$ cat src/rtl/cpu_io_pkg.sv
// Shared types, port numbers and the request legality rule for the CPU I/O
// port bus sequencer.
package cpu_io_pkg;

    localparam int CNT_W       = 8;
    localparam int NUM_STROBES = 7;

    typedef enum logic [2:0] {
        IDLE   = 3'd0,
        SETUP  = 3'd1,
        STROBE = 3'd2,
        HOLD   = 3'd3,
        RESP   = 3'd4
    } state_e;

    localparam logic [2:0] PORT_IN0  = 3'd0;
    localparam logic [2:0] PORT_IN1  = 3'd1;
    localparam logic [2:0] PORT_IN2  = 3'd2;
    localparam logic [2:0] PORT_IN3  = 3'd3;
    localparam logic [2:0] PORT_IN4  = 3'd4;
    localparam logic [2:0] PORT_OUT1 = 3'd5;
    localparam logic [2:0] PORT_OUT2 = 3'd6;

    // Reads may target IN0..IN4 only, writes OUT1/OUT2 only.
    function automatic logic is_legal(input logic write, input logic [2:0] port);
        logic legal;
        if (write) begin
            legal = (port == PORT_OUT1) || (port == PORT_OUT2);
        end else begin
            legal = (port <= PORT_IN4);
        end
        return legal;
    endfunction

endpackage

$ cat src/rtl/cpu_io_bus_sequencer_if.sv
// CPU request/response channel plus the I/O port bus pins. The master view
// belongs to the sequencer; the slave view is the CPU core and the board.
interface cpu_io_bus_sequencer_if;

    logic       req_valid;
    logic       req_ready;
    logic       req_write;
    logic [2:0] req_port;
    logic [7:0] req_wdata;
    logic       rsp_valid;
    logic [7:0] rsp_rdata;
    logic       rsp_err;
    logic [7:0] db_in;
    logic [7:0] db_out;
    logic       db_oe;
    logic       in0_al;
    logic       in1_al;
    logic       in2_al;
    logic       in3_al;
    logic       in4_al;
    logic       out1_al;
    logic       out2_al;
    logic       clr_al;

    modport master (
        input  req_valid, req_write, req_port, req_wdata, db_in,
        output req_ready, rsp_valid, rsp_rdata, rsp_err, db_out, db_oe,
        output in0_al, in1_al, in2_al, in3_al, in4_al, out1_al, out2_al, clr_al
    );

    modport slave (
        output req_valid, req_write, req_port, req_wdata, db_in,
        input  req_ready, rsp_valid, rsp_rdata, rsp_err, db_out, db_oe,
        input  in0_al, in1_al, in2_al, in3_al, in4_al, out1_al, out2_al, clr_al
    );

endinterface

$ cat src/rtl/cpu_io_strobe_decode.sv
// Registered one-hot decoder: drives at most one active-low port strobe,
// straight from flops so the strobe pins never glitch.
module cpu_io_strobe_decode
    import cpu_io_pkg::*;
(
    input  logic                   clk,
    input  logic                   rst,
    input  logic [2:0]             port,
    input  logic                   strobe_en,
    output logic [NUM_STROBES-1:0] strobe_al
);

    logic [NUM_STROBES-1:0] strobe_al_s;
    logic [NUM_STROBES-1:0] strobe_al_r;

    // Select the single strobe to pull low for the coming cycle.
    always_comb begin
        strobe_al_s = 7'h7F;
        if (strobe_en) begin
            case (port)
                PORT_IN0:  strobe_al_s = 7'b111_1110;
                PORT_IN1:  strobe_al_s = 7'b111_1101;
                PORT_IN2:  strobe_al_s = 7'b111_1011;
                PORT_IN3:  strobe_al_s = 7'b111_0111;
                PORT_IN4:  strobe_al_s = 7'b110_1111;
                PORT_OUT1: strobe_al_s = 7'b101_1111;
                PORT_OUT2: strobe_al_s = 7'b011_1111;
                default:   strobe_al_s = 7'h7F;
            endcase
        end else begin
            strobe_al_s = 7'h7F;
        end
    end

    // Strobe flops; reset forces every strobe inactive immediately.
    always_ff @(posedge clk or posedge rst) begin
        if (rst) begin
            strobe_al_r <= 7'h7F;
        end else begin
            strobe_al_r <= strobe_al_s;
        end
    end

    assign strobe_al = strobe_al_r;

endmodule

$ cat src/rtl/cpu_io_bus_sequencer.sv
// CPU-side master for the I/O port bus: turns one request into a timed
// setup / strobe / hold sequence on an active-low port strobe, drives or
// samples the data bus, and releases the LS175 latch clear after reset.
module cpu_io_bus_sequencer
    import cpu_io_pkg::*;
#(
    parameter int unsigned SETUP_CYC  = 1,
    parameter int unsigned STROBE_CYC = 2,
    parameter int unsigned HOLD_CYC   = 1,
    parameter int unsigned CLR_CYC    = 4
)(
    input logic                    clk,
    input logic                    rst,
    cpu_io_bus_sequencer_if.master bus
);

    localparam logic [CNT_W-1:0] CNT_ZERO  = {CNT_W{1'b0}};
    localparam logic [CNT_W-1:0] CNT_ONE   = CNT_W'(32'd1);
    // Counters load N-1 on entry and the phase ends when they reach zero.
    localparam logic [CNT_W-1:0] SETUP_LD  = CNT_W'(SETUP_CYC - 32'd1);
    localparam logic [CNT_W-1:0] STROBE_LD = CNT_W'(STROBE_CYC - 32'd1);
    localparam logic [CNT_W-1:0] HOLD_LD   = CNT_W'(HOLD_CYC - 32'd1);
    localparam logic [CNT_W-1:0] CLR_LD    = CNT_W'(CLR_CYC - 32'd1);

    state_e                 state_r;
    logic [CNT_W-1:0]       cnt_r;
    logic [2:0]             port_r;
    logic                   write_r;
    logic [7:0]             db_out_r;
    logic                   db_oe_r;
    logic                   req_ready_r;
    logic                   rsp_valid_r;
    logic [7:0]             rsp_rdata_r;
    logic                   rsp_err_r;
    logic [CNT_W-1:0]       clr_cnt_r;
    logic                   clr_al_r;

    logic                   accept_s;
    logic                   legal_s;
    logic                   clr_next_s;
    logic                   strobe_next_s;
    logic [2:0]             dec_port_s;
    logic [NUM_STROBES-1:0] strobe_al_s;

    // Acceptance, legality and whether the next cycle is a strobe cycle.
    always_comb begin
        accept_s      = bus.req_valid && req_ready_r;
        legal_s       = is_legal(bus.req_write, bus.req_port);
        clr_next_s    = clr_al_r || (clr_cnt_r == CNT_ZERO);
        dec_port_s    = port_r;
        strobe_next_s = 1'b0;
        case (state_r)
            IDLE: begin
                // With no setup phase the strobe starts right after acceptance,
                // before the port has been captured.
                dec_port_s = bus.req_port;
                if (accept_s && legal_s && (SETUP_CYC == 32'd0)) begin
                    strobe_next_s = 1'b1;
                end else begin
                    strobe_next_s = 1'b0;
                end
            end
            SETUP:   strobe_next_s = (cnt_r == CNT_ZERO);
            STROBE:  strobe_next_s = (cnt_r != CNT_ZERO);
            default: strobe_next_s = 1'b0;
        endcase
    end

    // Latch-clear release timer, restarted by every reset.
    always_ff @(posedge clk or posedge rst) begin
        if (rst) begin
            clr_cnt_r <= CLR_LD;
            clr_al_r  <= 1'b0;
        end else if (clr_cnt_r == CNT_ZERO) begin
            clr_al_r  <= 1'b1;
        end else begin
            clr_cnt_r <= clr_cnt_r - CNT_ONE;
            clr_al_r  <= 1'b0;
        end
    end

    // Transaction sequencer with registered bus and response outputs.
    always_ff @(posedge clk or posedge rst) begin
        if (rst) begin
            state_r     <= IDLE;
            cnt_r       <= CNT_ZERO;
            port_r      <= 3'd0;
            write_r     <= 1'b0;
            db_out_r    <= 8'h00;
            db_oe_r     <= 1'b0;
            req_ready_r <= 1'b0;
            rsp_valid_r <= 1'b0;
            rsp_rdata_r <= 8'h00;
            rsp_err_r   <= 1'b0;
        end else begin
            rsp_valid_r <= 1'b0;
            case (state_r)
                IDLE: begin
                    if (accept_s) begin
                        port_r      <= bus.req_port;
                        write_r     <= bus.req_write;
                        req_ready_r <= 1'b0;
                        if (!legal_s) begin
                            // Illegal: answer at once, never touch the bus.
                            state_r     <= RESP;
                            rsp_valid_r <= 1'b1;
                            rsp_err_r   <= 1'b1;
                            rsp_rdata_r <= 8'h00;
                        end else begin
                            if (bus.req_write) begin
                                db_out_r <= bus.req_wdata;
                                db_oe_r  <= 1'b1;
                            end
                            if (SETUP_CYC != 32'd0) begin
                                state_r <= SETUP;
                                cnt_r   <= SETUP_LD;
                            end else begin
                                state_r <= STROBE;
                                cnt_r   <= STROBE_LD;
                            end
                        end
                    end else begin
                        req_ready_r <= clr_next_s;
                    end
                end
                SETUP: begin
                    if (cnt_r == CNT_ZERO) begin
                        state_r <= STROBE;
                        cnt_r   <= STROBE_LD;
                    end else begin
                        cnt_r <= cnt_r - CNT_ONE;
                    end
                end
                STROBE: begin
                    if (cnt_r == CNT_ZERO) begin
                        // Read data is taken while the strobe is still low.
                        if (!write_r) begin
                            rsp_rdata_r <= bus.db_in;
                        end
                        if (HOLD_CYC != 32'd0) begin
                            state_r <= HOLD;
                            cnt_r   <= HOLD_LD;
                        end else begin
                            state_r     <= RESP;
                            rsp_valid_r <= 1'b1;
                            rsp_err_r   <= 1'b0;
                            db_oe_r     <= 1'b0;
                            if (write_r) begin
                                rsp_rdata_r <= 8'h00;
                            end
                        end
                    end else begin
                        cnt_r <= cnt_r - CNT_ONE;
                    end
                end
                HOLD: begin
                    if (cnt_r == CNT_ZERO) begin
                        state_r     <= RESP;
                        rsp_valid_r <= 1'b1;
                        rsp_err_r   <= 1'b0;
                        db_oe_r     <= 1'b0;
                        if (write_r) begin
                            rsp_rdata_r <= 8'h00;
                        end
                    end else begin
                        cnt_r <= cnt_r - CNT_ONE;
                    end
                end
                RESP: begin
                    state_r     <= IDLE;
                    req_ready_r <= clr_next_s;
                end
                default: begin
                    state_r     <= IDLE;
                    req_ready_r <= 1'b0;
                    db_oe_r     <= 1'b0;
                end
            endcase
        end
    end

    cpu_io_strobe_decode u_strobe_decode (
        .clk       (clk),
        .rst       (rst),
        .port      (dec_port_s),
        .strobe_en (strobe_next_s),
        .strobe_al (strobe_al_s)
    );

    assign bus.req_ready = req_ready_r;
    assign bus.rsp_valid = rsp_valid_r;
    assign bus.rsp_rdata = rsp_rdata_r;
    assign bus.rsp_err   = rsp_err_r;
    assign bus.db_out    = db_out_r;
    assign bus.db_oe     = db_oe_r;
    assign bus.clr_al    = clr_al_r;
    assign bus.in0_al    = strobe_al_s[0];
    assign bus.in1_al    = strobe_al_s[1];
    assign bus.in2_al    = strobe_al_s[2];
    assign bus.in3_al    = strobe_al_s[3];
    assign bus.in4_al    = strobe_al_s[4];
    assign bus.out1_al   = strobe_al_s[5];
    assign bus.out2_al   = strobe_al_s[6];

endmodule
$ cat src/flat_wrapper.sv
// flat-port wrapper written by rule: the top's interface ports become plain ports
module cpu_io_bus_sequencer_flat import cpu_io_pkg::*;
#(
    parameter int unsigned SETUP_CYC  = 1,
    parameter int unsigned STROBE_CYC = 2,
    parameter int unsigned HOLD_CYC   = 1,
    parameter int unsigned CLR_CYC    = 4
)
  (clk, rst, bus_req_valid, bus_req_write, bus_req_port, bus_req_wdata, bus_db_in, bus_req_ready, bus_rsp_valid, bus_rsp_rdata, bus_rsp_err, bus_db_out, bus_db_oe, bus_in0_al, bus_in1_al, bus_in2_al, bus_in3_al, bus_in4_al, bus_out1_al, bus_out2_al, bus_clr_al);
  cpu_io_bus_sequencer_if bus_i ();
  input logic clk;
  input logic rst;
  input wire logic [$bits(bus_i.req_valid)-1:0] bus_req_valid;
  input wire logic [$bits(bus_i.req_write)-1:0] bus_req_write;
  input wire logic [$bits(bus_i.req_port)-1:0] bus_req_port;
  input wire logic [$bits(bus_i.req_wdata)-1:0] bus_req_wdata;
  input wire logic [$bits(bus_i.db_in)-1:0] bus_db_in;
  output wire logic [$bits(bus_i.req_ready)-1:0] bus_req_ready;
  output wire logic [$bits(bus_i.rsp_valid)-1:0] bus_rsp_valid;
  output wire logic [$bits(bus_i.rsp_rdata)-1:0] bus_rsp_rdata;
  output wire logic [$bits(bus_i.rsp_err)-1:0] bus_rsp_err;
  output wire logic [$bits(bus_i.db_out)-1:0] bus_db_out;
  output wire logic [$bits(bus_i.db_oe)-1:0] bus_db_oe;
  output wire logic [$bits(bus_i.in0_al)-1:0] bus_in0_al;
  output wire logic [$bits(bus_i.in1_al)-1:0] bus_in1_al;
  output wire logic [$bits(bus_i.in2_al)-1:0] bus_in2_al;
  output wire logic [$bits(bus_i.in3_al)-1:0] bus_in3_al;
  output wire logic [$bits(bus_i.in4_al)-1:0] bus_in4_al;
  output wire logic [$bits(bus_i.out1_al)-1:0] bus_out1_al;
  output wire logic [$bits(bus_i.out2_al)-1:0] bus_out2_al;
  output wire logic [$bits(bus_i.clr_al)-1:0] bus_clr_al;
  assign bus_i.req_valid = bus_req_valid;
  assign bus_i.req_write = bus_req_write;
  assign bus_i.req_port = bus_req_port;
  assign bus_i.req_wdata = bus_req_wdata;
  assign bus_i.db_in = bus_db_in;
  assign bus_req_ready = bus_i.req_ready;
  assign bus_rsp_valid = bus_i.rsp_valid;
  assign bus_rsp_rdata = bus_i.rsp_rdata;
  assign bus_rsp_err = bus_i.rsp_err;
  assign bus_db_out = bus_i.db_out;
  assign bus_db_oe = bus_i.db_oe;
  assign bus_in0_al = bus_i.in0_al;
  assign bus_in1_al = bus_i.in1_al;
  assign bus_in2_al = bus_i.in2_al;
  assign bus_in3_al = bus_i.in3_al;
  assign bus_in4_al = bus_i.in4_al;
  assign bus_out1_al = bus_i.out1_al;
  assign bus_out2_al = bus_i.out2_al;
  assign bus_clr_al = bus_i.clr_al;
  cpu_io_bus_sequencer #(.SETUP_CYC(SETUP_CYC), .STROBE_CYC(STROBE_CYC), .HOLD_CYC(HOLD_CYC), .CLR_CYC(CLR_CYC)) u_core (.clk(clk), .rst(rst), .bus(bus_i));
endmodule
$ cat config.mk
export PLATFORM = sky130hd
export DESIGN_NAME = cpu_io_bus_sequencer_flat
export DESIGN_NICKNAME = d
export VERILOG_FILES = /design/src/rtl/cpu_io_pkg.sv /design/src/rtl/cpu_io_bus_sequencer_if.sv /design/src/rtl/cpu_io_strobe_decode.sv /design/src/rtl/cpu_io_bus_sequencer.sv /design/src/flat_wrapper.sv
export SDC_FILE = /design/constraint.sdc
export NUM_CORES = 1
export LEC_CHECK = 0
export CAP_MARGIN = 25
export CORE_MARGIN = 2
export CORE_UTILIZATION = 30
export DETAILED_ROUTE_END_ITERATION = 10
export SLEW_MARGIN = 20
export SYNTH_ARGS = -nofsm -noshare
export SYNTH_HDL_FRONTEND = slang
export SYNTH_SLANG_ARGS = --single-unit
export TNS_END_PERCENT = 50
$ cat constraint.sdc
create_clock -name clk -period 5 [get_ports clk]
set_clock_uncertainty 0.2 [all_clocks]
set_input_delay 0.5 -clock clk [delete_from_list [all_inputs] [get_ports clk]]
set_output_delay 0.5 -clock clk [all_outputs]
set_load 0.01 [all_outputs]
# Yosys cells after proc, flatten, opt, wreduce, memory -nomap -nowiden
# Index checks and enable logic that the tools add are counted.
totals:
  regBits: 51
  elab_cells: 98
classes:
  n_addsub: 2
  bitwise: 1
  mux: 39
  magnitude_cmp: 1
  reduce_logical: 20
  n_eq_ne: 22
op_table:
  columns: ["op", "n"]
  rows:
  - ["two-way mux 8 bit", 11]
  - ["one-hot mux 7 bit (7 select lines)", 1]
  - ["one-hot mux 8 bit (4 select lines)", 1]
  - ["one-hot mux 8 bit (3 select lines)", 1]
  - ["equality test 3 bit, second input constant", 6]
  - ["two-way mux 3 bit", 6]
  - ["zero test 8 bit", 2]
  - ["AND reduction 4 bit", 4]
  - ["subtractor 8 x 1 -> 8 bit, second input constant", 2]
  - ["equality test 3 x 2 -> 1 bit, second input constant", 4]
  - ["two-way mux 1 bit", 12]
  - ["!= test 2 x 1 -> 1 bit, second input constant", 6]
  - ["one-hot mux 3 bit (4 select lines)", 1]
  - ["!= test 2 bit, second input constant", 4]
  - ["nonzero test 8 bit", 1]
  - ["two-way mux 7 bit", 1]
  - ["AND reduction 7 bit", 1]
  - ["equality test 3 x 1 -> 1 bit, second input constant", 2]
  - ["zero test 3 bit", 2]
  - ["one-hot mux 1 bit (2 select lines)", 3]
  - ["one-hot mux 1 bit (3 select lines)", 2]
  - ["OR reduction 3 bit", 2]
  - ["AND reduction 5 bit", 1]
  - ["nonzero test 4 bit", 1]
  - ["other kinds (7)", 8]

# Depth between registers and ports, before layout
# Gate-level depths: netlist of the first run.
logic_depth:
  ltp_word: 6
  depth_mapped: 7

# Modules after synthesis
# A second synthesis of the first run with hierarchy kept.
unflattened:
  cells_unflattened: 202
  hier_area_um2: 2329.7
modules_own_cells:
  columns: ["module", "cells_each", "instances", "area_each_um2", "seq_area_each_um2"]
  rows:
  - ["cpu_io_bus_sequencer", 187, 1, 2072.0, 1103.6]
  - ["cpu_io_strobe_decode", 15, 1, 257.7, 183.9]

# Worst setup path before layout of the first run
# No wires, ideal clock.
synth_timing:
  path_kind: "register to register"
  start: "register u_core.cnt_r[0]"
  end: "register u_core.rsp_rdata_r[0], in the netlist u_core.bus.rsp_rdata[0]"
  stages_incl_launch_ff: 8
  n_path_buf: 1
  arrival_ns: 1.793
  setup_time_ns: 0.079
  t_required_ns: 4.721
  setup_slack_ns: 2.928
  period_less_slack_ns: 2.072
  path_cell_list: "dfrtp_1 inv_1 ha_1 or4b_4 nor2_4 a32o_2 buf_6 mux2i_1"
synth_via:
  elab_chain_len: 3
synth_lines:
  columns: ["item", "line_no", "rtl"]
  rows:
  - ["start: declaration", "cpu_io_bus_sequencer.sv:26", "logic [CNT_W-1:0] cnt_r;"]
  - ["start signal: assignment", "cpu_io_bus_sequencer.sv:131", "cnt_r <= cnt_r - CNT_ONE;"]
  - ["start signal: assignment", "cpu_io_bus_sequencer.sv:153", "cnt_r <= cnt_r - CNT_ONE;"]
  - ["start signal: assignment", "cpu_io_bus_sequencer.sv:166", "cnt_r <= cnt_r - CNT_ONE;"]
  - ["zero test 8 bit *", "cpu_io_bus_sequencer.sv:135, cpu_io_bus_sequencer.sv:157", null]
  - ["!= test 2 x 1 -> 1 bit (no line)", null, null]
  - ["AND reduction 7 bit (no line) *", null, null]
  - ["end signal: assignment", "cpu_io_bus_sequencer.sv:138", "rsp_rdata_r <= bus.db_in;"]
  - ["end: declaration", "cpu_io_bus_sequencer.sv:33", "logic [7:0] rsp_rdata_r;"]
# Mark *: on every way between the ends. The rest lies on a longest branch, timed or not.
# A chain may end at the register's enable or synchronous reset.

# Worst setup path after layout of the first run
layout_timing:
  start: "register u_core.cnt_r[0]"
  end: "register u_core.cnt_r[1]"
layout_via:
  elab_chain_len: 3
layout_lines:
  columns: ["item", "line_no", "rtl"]
  rows:
  - ["subtractor 8 x 1 -> 8 bit or zero test 8 bit (tied branches)", null, null]
  - ["two-way mux 8 bit (tied with other cells)", "cpu_io_bus_sequencer.sv:157", "if (cnt_r == CNT_ZERO) begin"]
  - ["one-hot mux 8 bit (4 select lines) or AND reduction 4 bit (tied branches)", null, null]
# Parallel ways exist; a longest one is shown, timed or not. The select of a mux whose other input is x is not followed.

==> flow_metrics.env, run 1 <==
export IMPL_rr_startpoint="u_core.cnt_r[0]$_DFFE_PP0P_"
export IMPL_antenna_violating_nets_post_route=0
export IMPL_hold_class="reg2reg"
export IMPL_drc=0
export IMPL_syn_instance_count=246
export IMPL_cts_resized_gates=0
export IMPL_multi_input_area_um2=1150
export IMPL_report_final_setup_viol=0
export IMPL_outcome="finished, final reports clean"
export IMPL_path_class="reg2reg"
export IMPL_grt_use_total=0.121
export IMPL_synth_area_leader_cell="sky130_fd_sc_hd__dfrtp_1"
export IMPL_io_buffers=50
export IMPL_mostFrequentLayoutCells="sky130_fd_sc_hd__clkdlybuf4s50_1, sky130_fd_sc_hd__nand2_1, sky130_fd_sc_hd__dfrtp_1, sky130_fd_sc_hd__inv_1, sky130_fd_sc_hd__nor2_1"
export IMPL_drt_pass1_iter_count=4
export IMPL_postSynth_topFlopCell="sky130_fd_sc_hd__dfrtp_1"
export IMPL_hold_start="u_core.clr_cnt_r[0]$_DFFE_PP1N_"
export IMPL_post_drt_via_cell_ratio=4.87
export IMPL_cts_sink_count=51
export IMPL_timing_max_cap_violations=0
export IMPL_detail_route_wirelength_um=5500
export IMPL_drv_slew=0
export IMPL_synth_avg_cell_area_um2=10.4
export IMPL_cts_buffer_depth=2
export IMPL_yosys_mux_area_fraction=0.0904
export IMPL_cts_root_buffer_cell="sky130_fd_sc_hd__clkbuf_8"
export IMPL_synth_area_leaders="sky130_fd_sc_hd__dfrtp_1, sky130_fd_sc_hd__dfstp_2, sky130_fd_sc_hd__nand2_1"
export IMPL_regArea_um2=1290
export IMPL_post_cts_hold_buffer_count=0
export IMPL_area_growth_from_synthesis_to_layout_pct=28.3
export IMPL_synth_enable_flop_cells=0
export IMPL_synthesized_area_fraction_occupied_by_and_or_nand_nor_cells=0.204
export IMPL_num_io_pins=51
export IMPL_via_count_of_the_first_global_routing_pass=1896
export IMPL_cp_buffers_inverters=1
export IMPL_placeableCoreArea_um2=8260
export IMPL_global_route_wire_length_before_repair_um=8940
export IMPL_fp_dieArea_um2=9290
export IMPL_crit_path_capture_type="flop"
export IMPL_post_synth_xor_area_fraction=0.0239
export IMPL_postLayoutCoreUtil=0.398
export IMPL_initial_core_util=0.310
export IMPL_dp_slack_ns=2.34
export IMPL_crit_path_arrival_time_ns=2.38
export IMPL_place_detailed_hpwl_um=3940
export IMPL_worst_slew_margin_relative_to_its_limit=0.522
export IMPL_finalCritPeriodShare=0.476
export IMPL_critPathMaxFanout=7
export IMPL_n_fill_cell=821
export IMPL_mappedNetlistNets=272
export IMPL_die_height_um=96.4
export IMPL_path_delay_family="simple AND/OR/NAND/NOR gates"
export IMPL_antenna_violations_before_repair=0
export IMPL_timing_hold_violations_final=0
export IMPL_timing_critical_path_from_type="flop"
export IMPL_synthesis_warning_total=0
export IMPL_most_common_library_cell_in_the_layout_ignoring_fill_and_taps="sky130_fd_sc_hd__clkdlybuf4s50_1"
export IMPL_mappedNetlistArea_um2=2560
export IMPL_detail_routed_net_length_per_standard_cell_um=13.6
export IMPL_cts_post_setup_buffers_inserted=0
export IMPL_critical_path_slowest_cell="sky130_fd_sc_hd__nor4b_2"
export IMPL_overall_power_of_the_completed_layout_mw=1.78
export IMPL_timing_final_crit_period_ns=2.38
export IMPL_drt_first_iter_violations=102
export IMPL_area_fraction_in_compound_gates_after_synthesis=0.115
export IMPL_synth_async_sr_flop_share=1.00
export IMPL_pwr_dens_nw_per_um2=543
export IMPL_area_share_of_the_leading_cell_type_in_the_synthesized_netlist=0.410
export IMPL_global_route_overflow_total=0
export IMPL_worstPathCellList="inv_1 -> ha_1 -> nor4b_2 -> nand4_1 -> nand2_1 -> a21oi_2 -> mux2_1"
export IMPL_finalSetupTns_ns=0
export IMPL_die_span_in_x_um=96.4
export IMPL_setup_worst_path_start="u_core.cnt_r[0]$_DFFE_PP0P_"
export IMPL_synth_top_family_by_area="simple AND/OR/NAND/NOR gates"
export IMPL_worst_setup_hold_path_clk_slew_ns=0.10
export IMPL_leakage_dissipation_nw=1.36
export IMPL_vdd_ir_drop_worst_mv=0.164
export IMPL_placementRows=33
export IMPL_clkLatencyLatePin_ns=0.31
export IMPL_clock_tree_from_tritoncts="done"
export IMPL_cts_buffers_inserted=5
export IMPL_synth_seq_area_share=0.503
export IMPL_antenna_cells_inserted=0
export IMPL_vias=1966
export IMPL_max_slew_worst_pin_slew_ns=0.717
export IMPL_layout_setup_ws_ns=2.62
export IMPL_drive_above_1_share=0.140
export IMPL_pin_count_of_the_biggest_net_entering_global_routing=27
export IMPL_rsz0062_at_grt="false"
export IMPL_finish_net_count=324
export IMPL_gp_congestion=0.820
export IMPL_clock_fmax_ghz=0.420
export IMPL_htree_num_levels=2
export IMPL_synth_seq_cells=51
export IMPL_critical_path_required_ns=4.99
export IMPL_arithmetic_cell_share_of_the_synthesized_area_counting_full_adders_half_adders_and_majority_gates=0.0147
export IMPL_crit_path_max_incr_delay_ns=0.46
export IMPL_synth_cell_types=50
-- routing by layer --
layer / global-route usage / vias to the layer above / part of all wire
li1: - / 958 / -
met1: 0.169 / 956 / 0.48
met2: 0.189 / 45 / 0.46
met5: 0 / - / 0
met3: 0.0264 / 7 / 0.050
met4: 0.0376 / 0 / 0.011
-- per-stage QoR --
stage               std cells  hold WS (ns)  area [um^2]
global route              404         0.329         3290
global placement          395         0.286         3150
CTS                       404         0.321         3290
detailed placement        396         0.296         3170
floorplan                 246         0.266         2560
finish                    404         0.316         3290
-- cell families after synthesis --
logic type / after synthesis
multiplexers: 19
AND/OR/NAND/NOR: 97
adder cells (fa/ha/maj): 3
AO/OA/AOI/OAI: 41
buffers and inverters: 28
flip-flops: 51
XOR/XNOR: 7
-- worst paths after layout --
kind                                                          to  slack, ns  depth (start not counted)
worst max-delay path                 u_core.cnt_r[1]$_DFFE_PP0P_       2.62                          7
worst min-delay path             u_core.clr_cnt_r[0]$_DFFE_PP1N_       0.32                          1
worst max register to register       u_core.cnt_r[1]$_DFFE_PP0P_       2.62                          7
worst min register to register   u_core.clr_cnt_r[0]$_DFFE_PP1N_       0.32                          1
max in group asynchronous        u_core.clr_cnt_r[1]$_DFFE_PP1N_       3.63                          3
min in group asynchronous       u_core.bus.db_out[7]$_DFFE_PP0P_       0.35                          2
-- power by group --
part / leakage (nW) / total [mW] / switching (mW) / internal, mW
registers: 0.635 / 0.713 / 0.160 / 0.553
clock network: 0.0548 / 0.303 / 0.152 / 0.151
logic: 0.675 / 0.767 / 0.377 / 0.390
total: 1.36 / 1.78 / 0.689 / 1.09
-- synth_stat cells (all sizes together), types with 3 or more instances --
cell    number
xnor2        4
nand4        4
nor2        18
dfstp        9
xor2         3
o31ai        4
dfrtp       42
a21oi        7
ha           3
nand2       44
o221ai       5
nand3        5
mux2         9
a31oi        3
o211ai       3
o21ai        9
nor3        11
buf          4
mux2i       10
inv         22
-- cell type report --
cell class,instances,share of cell area
clock buffer,5,0.0209
clock inverter,3,0.0141
inverter,22,0.0251
multi-input combinational,167,0.350
sequential,51,0.392
tap,105,0.0400
timing repair buffer,51,0.158
-- flip-flops by register name, summed over array words and instances, names as in the netlist --
name and flops:
u_core.u_strobe_decode.strobe_al 7, u_core.write_r 1, u_core.bus.rsp_valid 1, u_core.bus.rsp_err 1
u_core.bus.clr_al 1, u_core.clr_cnt_r 8, u_core.state_r 3, u_core.bus.db_out 8
u_core.bus.db_oe 1, u_core.bus.req_ready 1, u_core.port_r 3, u_core.bus.rsp_rdata 8
u_core.cnt_r 8
Note: power is estimated with default switching activity, not from simulation.
==> run 2: changes to the inputs <==
==> constraint.sdc (replaced) <==
create_clock -name clk -period 2.1 [get_ports clk]
set_clock_uncertainty 0.2 [all_clocks]
set_input_delay 0.21 -clock clk [delete_from_list [all_inputs] [get_ports clk]]
set_output_delay 0.21 -clock clk [all_outputs]
set_load 0.01 [all_outputs]
==> run 2 against run 1 <==
Cell area rose by 7.3%; via count rose by 3.5%; power rose by 150%; critical path type unchanged; highest routed layer unchanged.
==> flow_metrics.env, run 2 (synthesis gave the netlist of run 1 again) <==
export IMPL_outcome="finished, final reports clean"
export IMPL_hold_class="in2async"
export IMPL_detail_route_wirelength_um=5690
export IMPL_placed_cells_incl_taps=423
export IMPL_antenna_cells_inserted=0
export IMPL_placementRows=33
export IMPL_htree_num_levels=2
export IMPL_timing_hold_violations_final=0
export IMPL_most_common_library_cell_in_the_layout_ignoring_fill_and_taps="sky130_fd_sc_hd__clkdlybuf4s50_1"
export IMPL_rrSetupSlack_ns=0.05
export IMPL_crit_path_arrival_time_ns=2.07
export IMPL_finalSetupTns_ns=0
export IMPL_finish_net_count=352
export IMPL_cts_buffers_inserted=5
export IMPL_cp_depth=7
export IMPL_io_buffers=50
export IMPL_post_drt_via_cell_ratio=4.71
export IMPL_dp_slack_ns=-0.0498
export IMPL_area_growth_from_synthesis_to_layout_pct=37.7
export IMPL_rr_startpoint="u_core.cnt_r[0]$_DFFE_PP0P_"
export IMPL_cts_sink_count=51
export IMPL_post_layout_nonfiller_instances=432
export IMPL_drt_pass1_iter_count=4
export IMPL_critical_path_required_ns=2.13
export IMPL_die_span_in_x_um=96.4
export IMPL_crit_path_capture_type="flop"
export IMPL_cts_root_buffer_cell="sky130_fd_sc_hd__clkbuf_8"
export IMPL_antenna_violations_before_repair=0
export IMPL_reg2reg_to="u_core.bus.rsp_rdata[0]$_DFFE_PP0P_"
export IMPL_global_route_wire_length_before_repair_um=9470
export IMPL_clock_fmax_ghz=0.489
export IMPL_clock_tree_from_tritoncts="done"
export IMPL_global_route_overflow_total=0
export IMPL_drt_first_iter_violations=82
export IMPL_critPathMaxFanout=8
export IMPL_max_slew_worst_pin_slew_ns=0.468
export IMPL_vias=2035
export IMPL_via_count_of_the_first_global_routing_pass=2049
export IMPL_worstPathCellList="inv_2 -> ha_4 -> or4b_4 -> nor2_4 -> a32o_2 -> buf_12 -> mux2i_1"
export IMPL_gp_congestion=0.802
export IMPL_antenna_violating_nets_post_route=0
export IMPL_grt_use_total=0.130
export IMPL_cts_buffer_depth=2
export IMPL_worst_slew_margin_relative_to_its_limit=0.685
export IMPL_critical_path_slowest_cell="sky130_fd_sc_hd__or4b_4"
export IMPL_report_final_setup_viol=0
export IMPL_layout_setup_ws_ns=0.0534
export IMPL_holdWs_ns=0.0670
export IMPL_path_class="reg2reg"
export IMPL_timing_final_crit_period_ns=2.05
export IMPL_path_delay_family="simple AND/OR/NAND/NOR gates"
export IMPL_drv_slew=0
export IMPL_clkLatencyLatePin_ns=0.30
export IMPL_finalCritPeriodShare=0.975
export IMPL_overall_power_of_the_completed_layout_mw=4.44
export IMPL_worst_setup_hold_path_clk_slew_ns=0.10
export IMPL_crit_path_max_incr_delay_ns=0.48
export IMPL_vdd_ir_drop_worst_mv=0.338
export IMPL_drive_above_1_share=0.223
export IMPL_initial_core_util=0.310
export IMPL_placeableCoreArea_um2=8260
export IMPL_place_detailed_hpwl_um=4220
export IMPL_drc=0
export IMPL_leakage_dissipation_nw=1.51
export IMPL_timing_max_cap_violations=0
export IMPL_cp_buffers_inverters=2
export IMPL_cell_depth_of_the_worst_flop_to_flop_path=7
export IMPL_rsz0062_at_grt="true"
export IMPL_pwr_dens_nw_per_um2=1260
export IMPL_timing_critical_path_from_type="flop"
export IMPL_num_io_pins=51
export IMPL_mostFrequentLayoutCells="sky130_fd_sc_hd__clkdlybuf4s50_1, sky130_fd_sc_hd__nand2_1, sky130_fd_sc_hd__dfrtp_1, sky130_fd_sc_hd__buf_4, sky130_fd_sc_hd__inv_1"
export IMPL_pin_count_of_the_biggest_net_entering_global_routing=52
export IMPL_detail_routed_net_length_per_standard_cell_um=13.2
export IMPL_die_height_um=96.4
export IMPL_post_cts_hold_buffer_count=0
export IMPL_fp_dieArea_um2=9290
## run 2: timing repair
item                                    4_1_cts  5_1_grt
resized for setup                             4        1
endpoints found under the setup margin       19       12
setup buffers                                 1        0
pin swaps                                     3        0
## run 2: routing by layer
layer	global-route usage	vias to the layer above	part of all wire
li1	-	1015	-
met1	0.174	972	0.47
met2	0.210	42	0.47
met3	0.0310	6	0.055
met4	0.0352	0	0.0098
met5	0	-	0
## run 2: how the worst max path moves through the flow
stage / end / start / slack [ns]
after global routing: u_core.bus.rsp_rdata[3]$_DFFE_PP0P_ / u_core.cnt_r[1]$_DFFE_PP0P_ / -0.04
after detailed placement: u_core.bus.rsp_rdata[0]$_DFFE_PP0P_ / u_core.cnt_r[0]$_DFFE_PP0P_ / -0.05
after global placement: u_core.bus.db_out[3]$_DFFE_PP0P_ / bus_req_port[1] / -0.01
final: u_core.bus.rsp_rdata[0]$_DFFE_PP0P_ / u_core.cnt_r[0]$_DFFE_PP0P_ / 0.05
after floorplan: u_core.bus.rsp_rdata[0]$_DFFE_PP0P_ / u_core.cnt_r[0]$_DFFE_PP0P_ / 0.03
after CTS: u_core.bus.rsp_rdata[0]$_DFFE_PP0P_ / u_core.cnt_r[1]$_DFFE_PP0P_ / 0.003
## run 2: worst min-delay path, delay by kind of cell
kind                   cells  cell delay [ns]
buffers and inverters      3             0.74
## run 2: final cells by class
| cell class | count | area [um^2] |
|---|---|---|
| clock buffer | 5 | 68.8 |
| clock inverter | 3 | 18.8 |
| fill | 797 | 4730 |
| inverter | 22 | 82.6 |
| multi-input combinational | 167 | 1170 |
| sequential | 51 | 1290 |
| tap | 105 | 131 |
| timing repair buffer | 79 | 768 |
## run 2: metrics by stage
stage / cell area, um^2 / util
floorplan: 2560 / -
global placement: 3410 / 0.413
detailed placement: 3410 / 0.413
CTS: 3530 / 0.427
global route: 3530 / 0.427
finish: 3530 / 0.427
## run 2: where the power goes
part | internal (mW) | total [mW] | switching [mW]
Clock | 0.235 | 0.563 | 0.328
Sequential | 1.32 | 1.61 | 0.292
Combinational | 1.18 | 2.26 | 1.08
Total | 2.74 | 4.44 | 1.70
==> run 3: changes to the inputs <==
--- a/config.mk
+++ b/config.mk
@@ -6,9 +6,9 @@
 export NUM_CORES = 1
 export LEC_CHECK = 0
 export CAP_MARGIN = 25
-export CORE_MARGIN = 2
 export CORE_UTILIZATION = 30
 export DETAILED_ROUTE_END_ITERATION = 10
+export GPL_TIMING_DRIVEN = 0
 export SLEW_MARGIN = 20
 export SYNTH_ARGS = -nofsm -noshare
 export SYNTH_HDL_FRONTEND = slang
==> run 3 against run 2 <==
The flow now finishes with violations (setup timing); critical path type unchanged; maximum frequency decreased by 2.6%; flip-flop and latch count is the same; count of clock-buffer cells in the layout rose by 1; global-route usage is 0.31 points higher; sequential share of layout area increased by 0.74 points; largest cell class unchanged; first-iteration DRC count did not move; largest power group unchanged; worst setup slack got worse by 0.055 ns.
==> flow_metrics.env, run 3 (synthesis gave the netlist of run 1 again) <==
export IMPL_report_final_setup_viol=1
export IMPL_timing_hold_violations_final=0
export IMPL_path_class="reg2reg"
export IMPL_num_io_pins=51
export IMPL_io_buffers=50
export IMPL_failing_checks="setup timing"
export IMPL_worst_setup_hold_path_clk_slew_ns=0.10
export IMPL_htree_num_levels=2
export IMPL_die_height_um=94.4
export IMPL_place_detailed_hpwl_um=3880
export IMPL_initial_core_util=0.310
export IMPL_timing_max_cap_violations=0
export IMPL_timing_critical_path_from_type="flop"
export IMPL_finalSetupTns_ns=-0.00194
export IMPL_area_growth_from_synthesis_to_layout_pct=35.0
export IMPL_worstPathCellList="inv_2 -> ha_4 -> or4b_4 -> nor2_4 -> a32o_2 -> buf_8 -> mux2i_2"
export IMPL_grt_use_total=0.133
export IMPL_post_cts_hold_buffer_count=0
export IMPL_clock_tree_from_tritoncts="done"
export IMPL_crit_path_capture_type="flop"
export IMPL_holdWs_ns=0.0649
export IMPL_rsz0062_at_grt="true"
export IMPL_n_fill_cell=822
export IMPL_outcome="finished, violations left"
export IMPL_antenna_cells_inserted=0
export IMPL_hold_class="in2async"
export IMPL_critPathMaxFanout=8
export IMPL_vias=1983
export IMPL_finalCritPeriodShare=1.00
export IMPL_most_common_library_cell_in_the_layout_ignoring_fill_and_taps="sky130_fd_sc_hd__clkdlybuf4s50_1"
export IMPL_critical_path_required_ns=2.13
export IMPL_die_span_in_x_um=94.4
export IMPL_cts_buffer_depth=2
export IMPL_antenna_violations_before_repair=0
export IMPL_pin_count_of_the_biggest_net_entering_global_routing=27
export IMPL_drt_first_iter_violations=82
export IMPL_cts_sink_count=51
export IMPL_finish_net_count=337
export IMPL_path_delay_family="simple AND/OR/NAND/NOR gates"
export IMPL_timing_final_crit_period_ns=2.10
export IMPL_max_slew_worst_pin_slew_ns=0.566
export IMPL_cts_buffers_inserted=5
export IMPL_detail_routed_net_length_per_standard_cell_um=13.0
export IMPL_global_route_overflow_total=0
export IMPL_layout_setup_ws_ns=-0.00194
export IMPL_crit_path_max_incr_delay_ns=0.49
export IMPL_pwr_dens_nw_per_um2=1300
export IMPL_drive_above_1_share=0.196
export IMPL_gp_congestion=0.825
export IMPL_detail_route_wirelength_um=5430
export IMPL_antenna_violating_nets_post_route=0
export IMPL_drt_pass1_iter_count=4
export IMPL_clock_fmax_ghz=0.476
export IMPL_critical_path_slowest_cell="sky130_fd_sc_hd__or4b_4"
export IMPL_via_count_of_the_first_global_routing_pass=1991
export IMPL_drv_slew=0
export IMPL_leakage_dissipation_nw=1.45
export IMPL_placeableCoreArea_um2=8260
export IMPL_crit_path_arrival_time_ns=2.13
export IMPL_clkLatencyLatePin_ns=0.30
export IMPL_multi_input_area_um2=1200
export IMPL_fp_dieArea_um2=8910
export IMPL_cp_buffers_inverters=2
export IMPL_placementRows=33
export IMPL_worst_slew_margin_relative_to_its_limit=0.622
export IMPL_global_route_wire_length_before_repair_um=9330
export IMPL_mostFrequentLayoutCells="sky130_fd_sc_hd__clkdlybuf4s50_1, sky130_fd_sc_hd__nand2_1, sky130_fd_sc_hd__dfrtp_1, sky130_fd_sc_hd__inv_1, sky130_fd_sc_hd__nor2_1"
export IMPL_drc=0
export IMPL_regArea_um2=1290
export IMPL_vdd_ir_drop_worst_mv=0.420
export IMPL_cts_root_buffer_cell="sky130_fd_sc_hd__clkbuf_8"
export IMPL_post_drt_via_cell_ratio=4.76
## run 3: cell type report
| cell class | instances | share of cell area |
|---|---|---|
| sequential | 51 | 0.372 |
| multi-input combinational | 167 | 0.348 |
| timing repair buffer | 58 | 0.169 |
| tap | 105 | 0.0380 |
| clock buffer | 6 | 0.0239 |
| inverter | 22 | 0.0239 |
| buffer | 6 | 0.0134 |
| clock inverter | 2 | 0.0112 |
## run 3: path summary, 6_finish.rpt
kind | from | end | slack (ns) | cells after the start
setup reg to reg | u_core.cnt_r[0]$_DFFE_PP0P_ | u_core.bus.rsp_rdata[6]$_DFFE_PP0P_ | -0.002 | 7
hold reg to reg | u_core.clr_cnt_r[0]$_DFFE_PP1N_ | u_core.clr_cnt_r[0]$_DFFE_PP1N_ | 0.31 | 1
min in group clk | bus_db_in[4] | u_core.bus.rsp_rdata[4]$_DFFE_PP0P_ | 0.25 | 3
setup / recovery | u_core.cnt_r[0]$_DFFE_PP0P_ | u_core.bus.rsp_rdata[6]$_DFFE_PP0P_ | -0.002 | 7
max in group asynchronous | rst | u_core.clr_cnt_r[1]$_DFFE_PP1N_ | 1.03 | 3
hold / removal | rst | u_core.bus.db_out[2]$_DFFE_PP0P_ | 0.06 | 2
## run 3: where the power goes
group	leakage [nW]	switching [mW]	internal [mW]	total [mW]
registers	0.635	0.268	1.32	1.59
logic	0.752	1.08	1.09	2.17
clock network	0.0618	0.339	0.392	0.731
total	1.45	1.69	2.80	4.49
## run 3: per-stage QoR
| stage | power [mW] | utilization | instances | area (um^2) | setup slack, ns |
|---|---|---|---|---|---|
| final | 4.49 | 0.419 | 417 | 3460 | -0.00194 |
| after floorplan | 2.86 | - | 246 | 2560 | 0.0277 |
| after global placement | 3.57 | 0.387 | 401 | 3190 | -0.582 |
| after global routing | 4.86 | 0.419 | 417 | 3460 | -0.0716 |
| after detailed placement | 3.61 | 0.389 | 402 | 3210 | -0.324 |
| after CTS | 4.44 | 0.412 | 415 | 3410 | 0.00408 |
## run 3: timing repair
| item | 4_1_cts | 5_1_grt |
|---|---|---|
| endpoints found under the hold margin | 0 | 0 |
| resized for setup | 4 | 9 |
| setup endpoints to repair | 32 | 24 |
| pin swaps | 3 | 4 |
| setup buffers | 5 | 2 |
## run 3: per-layer routing
metal / track usage / wire, um / up-vias
met4: 0.0346 / 59 / 0
met3: 0.0298 / 227 / 5
met1: 0.177 / 2660 / 947
met5: 0 / 0 / -
met2: 0.217 / 2480 / 47
li1: - / - / 984
